$ cat config.mk
export PLATFORM = sky130hd
export DESIGN_NAME = ids_bus_arbiter
export DESIGN_NICKNAME = d
export VERILOG_FILES = /design/src/rtl/ids_bus_pkg.sv /design/src/rtl/ids_bus_arbiter_rr_pick.sv /design/src/rtl/ids_bus_arbiter.sv
export SDC_FILE = /design/constraint.sdc
export NUM_CORES = 1
export LEC_CHECK = 0
export CORE_MARGIN = 10
export CORE_UTILIZATION = 30
export DETAILED_ROUTE_END_ITERATION = 8
export GPL_ROUTABILITY_DRIVEN = 1
export GPL_TIMING_DRIVEN = 0
export HOLD_SLACK_MARGIN = 0.02
export MAX_ROUTING_LAYER = met4
export PLACE_DENSITY = 0.63
export SLEW_MARGIN = 10
export SYNTH_ARGS = -nofsm -noshare
export SYNTH_HDL_FRONTEND = slang
export SYNTH_SLANG_ARGS = --single-unit
$ cat constraint.sdc
create_clock -name i_clk -period 6 [get_ports i_clk]
set_input_delay 1.2 -clock i_clk [delete_from_list [all_inputs] [get_ports i_clk]]
set_output_delay 1.2 -clock i_clk [all_outputs]
set_load 0.03 [all_outputs]
$ cat src/rtl/ids_bus_pkg.sv
// ----------------------------------------------------------------------------
// ids_bus_pkg
// Shared definitions for the IDS bus arbiter: requester indices, the arbiter
// state encoding and the width of the optional burst hold counter.
// Optional feature macro used by the arbiter: IDS_ARB_BURST_LIMIT_EN.
// ----------------------------------------------------------------------------
package ids_bus_pkg;

    // Requester slots on the shared IDS bus.
    localparam int REQ_SPI  = 0;
    localparam int REQ_DMEM = 1;
    localparam int REQ_DMA  = 2;

    // Width of the burst hold counter (MAX_BURST is limited to 2..255).
    localparam int HOLD_CNT_W = 8;

    typedef enum logic {
        ARB_IDLE,
        ARB_GRANT
    } arb_state_t;

endpackage : ids_bus_pkg

$ cat src/rtl/ids_bus_arbiter_rr_pick.sv
// ----------------------------------------------------------------------------
// ids_rr_pick
// Combinational round-robin picker. Scans the request vector starting at
// last+1, wrapping around, and returns the first requester that is not masked
// by the exclude vector.
//
// Ports:
//   req     in   NUM_REQ  request vector
//   last    in   ID_W     index of the most recent winner
//   exclude in   NUM_REQ  requesters that may not win this scan
//   winner  out  ID_W     index of the selected requester (0 when none)
//   found   out  1        a winner exists
// ----------------------------------------------------------------------------
module ids_rr_pick #(
    parameter int NUM_REQ = 3,
    parameter int ID_W    = $clog2(NUM_REQ)
) (
    input  logic [NUM_REQ-1:0] req,
    input  logic [ID_W-1:0]    last,
    input  logic [NUM_REQ-1:0] exclude,
    output logic [ID_W-1:0]    winner,
    output logic               found
);

    int              idx;
    logic [ID_W-1:0] idx_w;

    always_comb begin
        // NOTE: every output and temporary gets a default first so no latch is inferred.
        winner = '0;
        found  = 1'b0;
        idx    = 0;
        idx_w  = '0;
        // Offsets 1..NUM_REQ visit every slot once, ending on 'last' itself.
        for (int k = 1; k <= NUM_REQ; k++) begin
            idx = int'(last) + k;
            if (idx >= NUM_REQ) begin
                idx = idx - NUM_REQ;
            end
            idx_w = ID_W'(idx);
            if (!found && req[idx_w] && !exclude[idx_w]) begin
                found  = 1'b1;
                winner = idx_w;
            end
        end
    end

endmodule : ids_rr_pick

$ cat src/rtl/ids_bus_arbiter.sv
// ----------------------------------------------------------------------------
// ids_bus_arbiter
// Round-robin arbiter for the shared IDS bus (SPI slave, RV DMEM, DMA).
// The holder keeps the grant while it requests; on release the next
// requester is granted on the following edge with no idle gap. Grants are
// registered and always one-hot (or zero).
//
// Optional feature: define IDS_ARB_BURST_LIMIT_EN to enable burst-limit
// preemption. A holder that has held the grant for MAX_BURST cycles is
// preempted when another requester is pending and its i_lock bit is low.
// Without the macro i_lock is ignored.
//
// Ports:
//   i_clk        in   1        clock, rising edge
//   i_rst        in   1        synchronous active-high reset
//   i_req        in   NUM_REQ  per-requester request level
//   i_lock       in   NUM_REQ  per-requester lock (burst-limit build only)
//   o_gnt        out  NUM_REQ  one-hot grant, registered
//   o_gnt_valid  out  1        any grant held, registered
//   o_gnt_id     out  ID_W     index of the holder, 0 when no grant
//   o_busy       out  1        request pending or grant held
// ----------------------------------------------------------------------------
module ids_bus_arbiter
    import ids_bus_pkg::*;
#(
    parameter int NUM_REQ   = 3,
    parameter int MAX_BURST = 16,
    parameter int ID_W      = $clog2(NUM_REQ)
) (
    input  logic               i_clk,
    input  logic               i_rst,
    input  logic [NUM_REQ-1:0] i_req,
    input  logic [NUM_REQ-1:0] i_lock,
    output logic [NUM_REQ-1:0] o_gnt,
    output logic               o_gnt_valid,
    output logic [ID_W-1:0]    o_gnt_id,
    output logic               o_busy
);

    localparam logic [HOLD_CNT_W-1:0] CNT_MAX = HOLD_CNT_W'(MAX_BURST - 1);
    localparam logic [NUM_REQ-1:0]    ONE_HOT = NUM_REQ'(1);

    arb_state_t      state;
    logic [ID_W-1:0] last;

    logic [ID_W-1:0] winner;
    logic            found;
    logic            holder_req;
    logic            preempt;
    logic            load_grant;
    logic            release_bus;

    // The current holder is excluded from the scan. In IDLE o_gnt is zero so
    // nothing is excluded; on a release the holder no longer requests anyway,
    // so the exclusion only matters for burst preemption.
    ids_rr_pick #(
        .NUM_REQ (NUM_REQ),
        .ID_W    (ID_W)
    ) u_pick (
        .req     (i_req),
        .last    (last),
        .exclude (o_gnt),
        .winner  (winner),
        .found   (found)
    );

    assign holder_req = i_req[o_gnt_id];

`ifdef IDS_ARB_BURST_LIMIT_EN
    logic [HOLD_CNT_W-1:0] hold_cnt;

    // found already excludes the holder, so it means "another requester waits".
    assign preempt = (state == ARB_GRANT) && holder_req && (hold_cnt == CNT_MAX)
                   && found && !i_lock[o_gnt_id];
`else
    logic unused_cfg;

    assign preempt    = 1'b0;
    assign unused_cfg = ^{i_lock, CNT_MAX};
`endif

    // A new grant is loaded from IDLE, on a holder release with others
    // waiting, or on preemption. The bus goes idle only when nobody is left.
    assign load_grant  = found && ((state == ARB_IDLE) || !holder_req || preempt);
    assign release_bus = (state == ARB_GRANT) && !holder_req && !found;

    always_ff @(posedge i_clk) begin
        // NOTE: all sequential state uses non-blocking assignments.
        if (i_rst) begin
            state       <= ARB_IDLE;
            last        <= ID_W'(NUM_REQ - 1);
            o_gnt       <= '0;
            o_gnt_valid <= 1'b0;
            o_gnt_id    <= '0;
        end else if (load_grant) begin
            state       <= ARB_GRANT;
            last        <= winner;
            o_gnt       <= ONE_HOT << winner;
            o_gnt_valid <= 1'b1;
            o_gnt_id    <= winner;
        end else if (release_bus) begin
            state       <= ARB_IDLE;
            o_gnt       <= '0;
            o_gnt_valid <= 1'b0;
            o_gnt_id    <= '0;
        end
    end

`ifdef IDS_ARB_BURST_LIMIT_EN
    // Clears on every new grant, counts each cycle the grant is held and
    // saturates at MAX_BURST-1 while locked or while nobody else waits.
    always_ff @(posedge i_clk) begin
        if (i_rst || load_grant) begin
            hold_cnt <= '0;
        end else if ((state == ARB_GRANT) && (hold_cnt != CNT_MAX)) begin
            hold_cnt <= hold_cnt + 1'b1;
        end
    end
`endif

    assign o_busy = (|i_req) | o_gnt_valid;

endmodule : ids_bus_arbiter

* Word level (Yosys, flattened, before mapping)
Index checks and enable logic that the tools add are counted.
** Operators by class
- Reduce and logical (&&, ||, !) cells :: 18
- Multiplexer cells :: 29
- Add/sub/neg operators :: 6
- Bitwise logic cells :: 2
- $lt $le $gt $ge :: 7
- Shift-type cells :: 1
** Operator list (count)
- 2-bit 2-to-1 mux :: 8
- 1-bit binary-select mux with 2-bit select :: 7
- 2-bit by 3-bit < comparator with 1-bit output, second input constant :: 4
- 1-bit 2-to-1 mux :: 12
- 3-bit by 2-bit greater-or-equal comparator with 1-bit output, second input constant :: 3
- 1-bit logical AND :: 8
- 1-bit zero test :: 7
- 2-bit by 2-bit adder with 3-bit output, second input constant :: 2
- 3-bit 2-to-1 mux :: 2
- 2-bit by 1-bit subtractor with 2-bit output, second input constant :: 3
- 2-bit by 1-bit adder with 3-bit output, second input constant :: 1
- 3-bit OR reduction :: 1
- 1-bit by 2-bit left shift with 3-bit output, first input constant :: 1
- 2-bit nonzero test :: 1
- 1-bit logical OR :: 1
- 1-bit NOT :: 1
- 1-bit bitwise OR :: 1
** Word-level totals
- Output and inout port bits :: 7
- Input port bits :: 8
- Bits in registers :: 8
- Word-level logic and storage cells :: 67

* Logic depth before layout (Yosys ltp)
Gate-level depths: netlist (run 1).
- Depth after elaboration :: 20
- Gate-level depth with buffers :: 8
- Gate-level depth less buffers :: 7

* Hierarchy
A second synthesis (run 1) with hierarchy kept.
** Unflattened totals
- Cells, all modules :: 77
- Area total of the unflattened synthesis :: 629.4 µm²
** By module, submodules not included
- ids_bus_arbiter :: area an instance 377.9 µm², cells an instance 39, times used 1
- ids_rr_pick :: area an instance 251.5 µm², cells an instance 38, times used 1

* Worst setup path after synthesis (run 1)
Ideal clock, no wire load.
- Kind :: input to output
- Start point :: input i_req[2]
- End point :: output o_busy
- Stages on the path :: 1
- Arrival time :: 1969 ps
- Slack :: 2831 ps
- Buffers on the path :: 0
- Required time :: 4800 ps
- Cells stage by stage :: or4_2
** On the way
- Longest elaborated chain between the ends :: 2
** RTL lines
- start: declaration :: RTL line ids_bus_arbiter.sv:32 : input logic [NUM_REQ-1:0] i_req,
- 3-bit OR reduction :: RTL line ids_bus_arbiter.sv:121 : assign o_busy = (|i_req) | o_gnt_valid;
- 1-bit bitwise OR :: RTL line ids_bus_arbiter.sv:121
- end: declaration :: RTL line ids_bus_arbiter.sv:37 : output logic o_busy
Every way passes these cells.

* Worst setup path after layout (run 1)
- Start point :: input i_req[0]
- End point :: output o_busy
The elaborated chain is that of the path after synthesis.

==> summary.md, run 1 <==
| Metric | Value |
|---|---|
| Status | `finished clean` |
| Root Buffer | `clkbuf_4` |
| Fillers | `212` |
| Port bufs | `11` |
| DPL Wire Length | `1.12 mm` |
| Worst VDD drop | `0.181 mV` |
| Mean post-synth cell area | `8.65 sq um` |
| RR Endpoint | `o_gnt[2]$_SDFFE_PP0P_` |
| Hold Buf Count CTS | `0` |
| First-pass GRT wire length | `2.33 mm` |
| PwrDens | `547 nW/um^2` |
| Most common cell after layout, fill and taps aside | `clkdlybuf4s50_1` |
| Fin. max-slew vios | `0` |
| DRC Markers | `0` |
| Setup TNS | `0 ns` |
| Reg2Reg Launch Point | `last[0]$_SDFFE_PP0P_` |
| Die ar. | `4260 sq um` |
| Wire per inst | `12.1 um` |
| ANT cells | `0` |
| Max-Cap Viols | `0` |
| Seq/Total Area, Yosys | `26.1%` |
| Hold Crit Class | `register to register` |
| Comb power frac | `67.9%` |
| Xor/xnor share of the synthesized area | `0%` |
| Initial antenna violation count | `0` |
| RSZ-0062 raised after global routing | `false` |
| CTS buffer count | `3` |
| Die H | `65.3 um` |
| Clock-pin slew on the worst setup and hold paths | `0.06 ns` |
| Sw frac | `47.0%` |
| Mux cell area share after synthesis | `3.26%` |
| CP Launch Type | `primary input` |
| FFs w/ async S/R, synth | `0%` |
| Crit path max-delay cell type | `or4_2` |
| Compound-Gate Fraction of Synth Area | `26.7%` |
| Pleak | `0.316 nW` |
| Largest family of logic cells by synthesized area | `simple AND/OR/NAND/NOR gates` |
| Clock Sinks | `8` |
| Top delay family on crit path | `buffers and inverters` |
| Remaining Overflow, GRT | `0` |
| Total core area | `1960 sq um` |
| Post-DRT Antenna Nets | `0` |
| Row count | `16` |
| Skew-Pair Late Insertion Delay | `0.26 ns` |
| Fin util | `39.8%` |
| Most used cell along the critical path | `clkdlybuf4s50_1` |
| WHS Endpoint | `o_gnt[2]$_SDFFE_PP0P_` |
| Crit Path Category | `primary input to output port` |
| Adder-cell share of the synthesized area | `8.15%` |
| Post-CTS sizing | `0` |
| Fin Clk Skew | `0.0105 ns` |
| Detailed-route via count | `552` |
| Register area | `160 sq um` |
| Slew HR | `79.4%` |
| Post-Synth Simple-Gate Area | `28.5%` |
| DP Area | `758 sq um` |
| Fmax | `243 MHz` |
| Post-CTS setup buffer count | `0` |
| H-tree depth | `1` |
| Share of post-route cells with drive strength above 1 | `16.5%` |
| Syn_nets | `83` |
| Int Pwr | `0.227 mW` |
| Hold Crit Depth | `2` |
| Vias in the first global route | `533` |
| Flops & latches, synth | `8` |
| CP required | `4.80 ns` |
| Switching power summed over all nets | `0.201 mW` |
| Width of the die | `65.3 um` |
| Post-route design area | `781 sq um` |
| WP buf/inv | `2` |
| Slowest stage delay, CP | `0.63 ns` |
| Final Cycle Share | `68.6%` |
| Post-synth EDFFs | `0` |
| Clock Tree Buf Depth | `2` |
| Cell variety after synth | `36` |
| Post-Place Cells | `109` |
| Commonest non-fill, non-tap cells in the layout | `clkdlybuf4s50_1, inv_1, dfxtp_1, nor2_1` |
| Initial Utilization | `31.3%` |
| Area Growth Syn to Fin | `27.1%` |
| Worst Path Arrival | `2.92 ns` |
| GRT Util Overall | `7.10%` |
| FF-to-FF setup slack | `3.89 ns` |
| CP Cell Sequence | `clkdlybuf4s50_1 -> or4_2 -> clkdlybuf4s50_1` |
| Ports | `15` |
| Share of total power in the clock network | `9.7%` |
| # setup viols final | `0` |
| CTS tree | `done` |
| Warnings, synthesis | `0` |
| Nets | `99` |
| Final Hold Viols | `0` |
| Post-synth top flop | `dfxtp_1` |
| DR pass1 iterations | `4` |
| Worst-path fanout max | `4` |
| Final std cells w/o fill | `112` |
| Crit end category | `output port` |
| R2R depth | `8` |
| Flop pwr share | `22.4%` |
| Avg Vias per Cell | `4.93` |
| Placer congestion estimate | `0.929` |
| Final wirelength | `1.36 mm` |
| Cells after Synth | `71` |
| Syn Std Cell Area | `614 sq um` |
| Area of the multi-input gates | `409 sq um` |
| Largest net degree at the start of global routing | `11` |
| Final Critical Period | `4.12 ns` |
| Hold Path Origin | `o_gnt[2]$_SDFFE_PP0P_` |
| Drt initial violations | `31` |
| Slew @ Worst Pin | `0.306 ns` |
==> per-stage QoR <==
step           total power [mW]  hold slack [ns]  setup slack [ns]
5_1_grt                   0.465            0.522              1.83
3_5_place_dp              0.387            0.487              1.88
4_1_cts                   0.429            0.496              1.88
6_report                  0.427            0.489              1.88
2_1_floorplan             0.315            0.529              2.83
3_3_place_gp              0.383            0.461              1.89
==> state kept, by name (all words and copies together) (netlist names) <==
signal	cells
last	2
o_gnt	3
o_gnt_id	2
state	1
==> per-layer routing <==
layer	GRT usage [%]	wire (um)	up-vias
met5	-	0	-
met2	10.2	636	16
met4	4.81	36	0
met1	7.93	613	246
li1	-	-	286
met3	2.71	70	4
==> synth_stat cells, types with 2 or more instances <==
| cell | count | area share [%] |
|---|---|---|
| inv_1 | 9 | 5.5 |
| dfxtp_1 | 8 | 26 |
| nor2_1 | 5 | 3.1 |
| ha_1 | 4 | 8.1 |
| o21ai_0 | 4 | 3.3 |
| nand2_1 | 3 | 1.8 |
| a211o_1 | 2 | 2.9 |
| a21oi_1 | 2 | 1.6 |
| mux2i_1 | 2 | 3.3 |
| nand3_1 | 2 | 1.6 |
| nor2b_1 | 2 | 2.0 |
| o21a_1 | 2 | 2.4 |
| o21ai_1 | 2 | 1.6 |
| o22ai_1 | 2 | 2.0 |
==> power by group through the flow <==
stage | registers [mW] | logic, mW | clock network (mW)
after floorplan | 0.123 | 0.192 | 0
after global placement | 0.0963 | 0.287 | 0
after detailed placement | 0.0970 | 0.290 | 0
after CTS | 0.0958 | 0.290 | 0.0427
after global routing | 0.0984 | 0.320 | 0.0468
final | 0.0955 | 0.290 | 0.0414
==> worst reg2reg max path: stages (launching register included) <==
cell and delay [ns]:
dfxtp_1 0.39, inv_1 0.11, ha_1 0.33, buf_6 0.15
and2_4 0.13, o21ai_2 0.16, nand3_2 0.14, o41a_4 0.48
o22ai_1 0.15
==> cell families after synthesis <==
| family | count (synthesis) |
|---|---|
| adder cells (fa/ha/maj) | 4 |
| AND/OR/NAND/NOR | 26 |
| multiplexers | 2 |
| flip-flops | 8 |
| buffers and inverters | 10 |
| AO/OA/AOI/OAI | 21 |
==> how the worst max path moves through the flow <==
stage	startpoint	depth (start not counted)	endpoint
6_report	i_req[0]	3	o_busy
4_1_cts	i_req[0]	3	o_busy
3_5_place_dp	i_req[0]	3	o_busy
3_3_place_gp	i_req[0]	3	o_busy
2_1_floorplan	i_req[2]	1	o_busy
5_1_grt	i_req[0]	3	o_busy
==> area by class of cell <==
| cell class | instances | share of cell area, % |
|---|---|---|
| repair buffers | 11 | 14.1 |
| multi-input cells | 53 | 52.4 |
| inverters | 9 | 4.33 |
| clock buffers | 3 | 2.88 |
| well taps | 27 | 4.33 |
| flip-flops and latches | 8 | 20.5 |
| plain buffers | 1 | 1.44 |
(Power assumes the default switching activity.)
==> run 2, diff against run 1 <==
- clock period: 6 -> 4.15 ns (I/O delays scaled with it)
==> results of run 2 <==
Same layout as run 1 (identical final DEF). Status: finished clean.
Main changes from that run: setup slack after placement 1.88 ns -> 0.769 ns; setup slack after layout 1.88 ns -> 0.775 ns; register-to-register setup slack 3.89 ns -> 2.04 ns; total power 0.427 mW -> 0.618 mW; worst IR drop on VDD 0.181 mV -> 0.261 mV
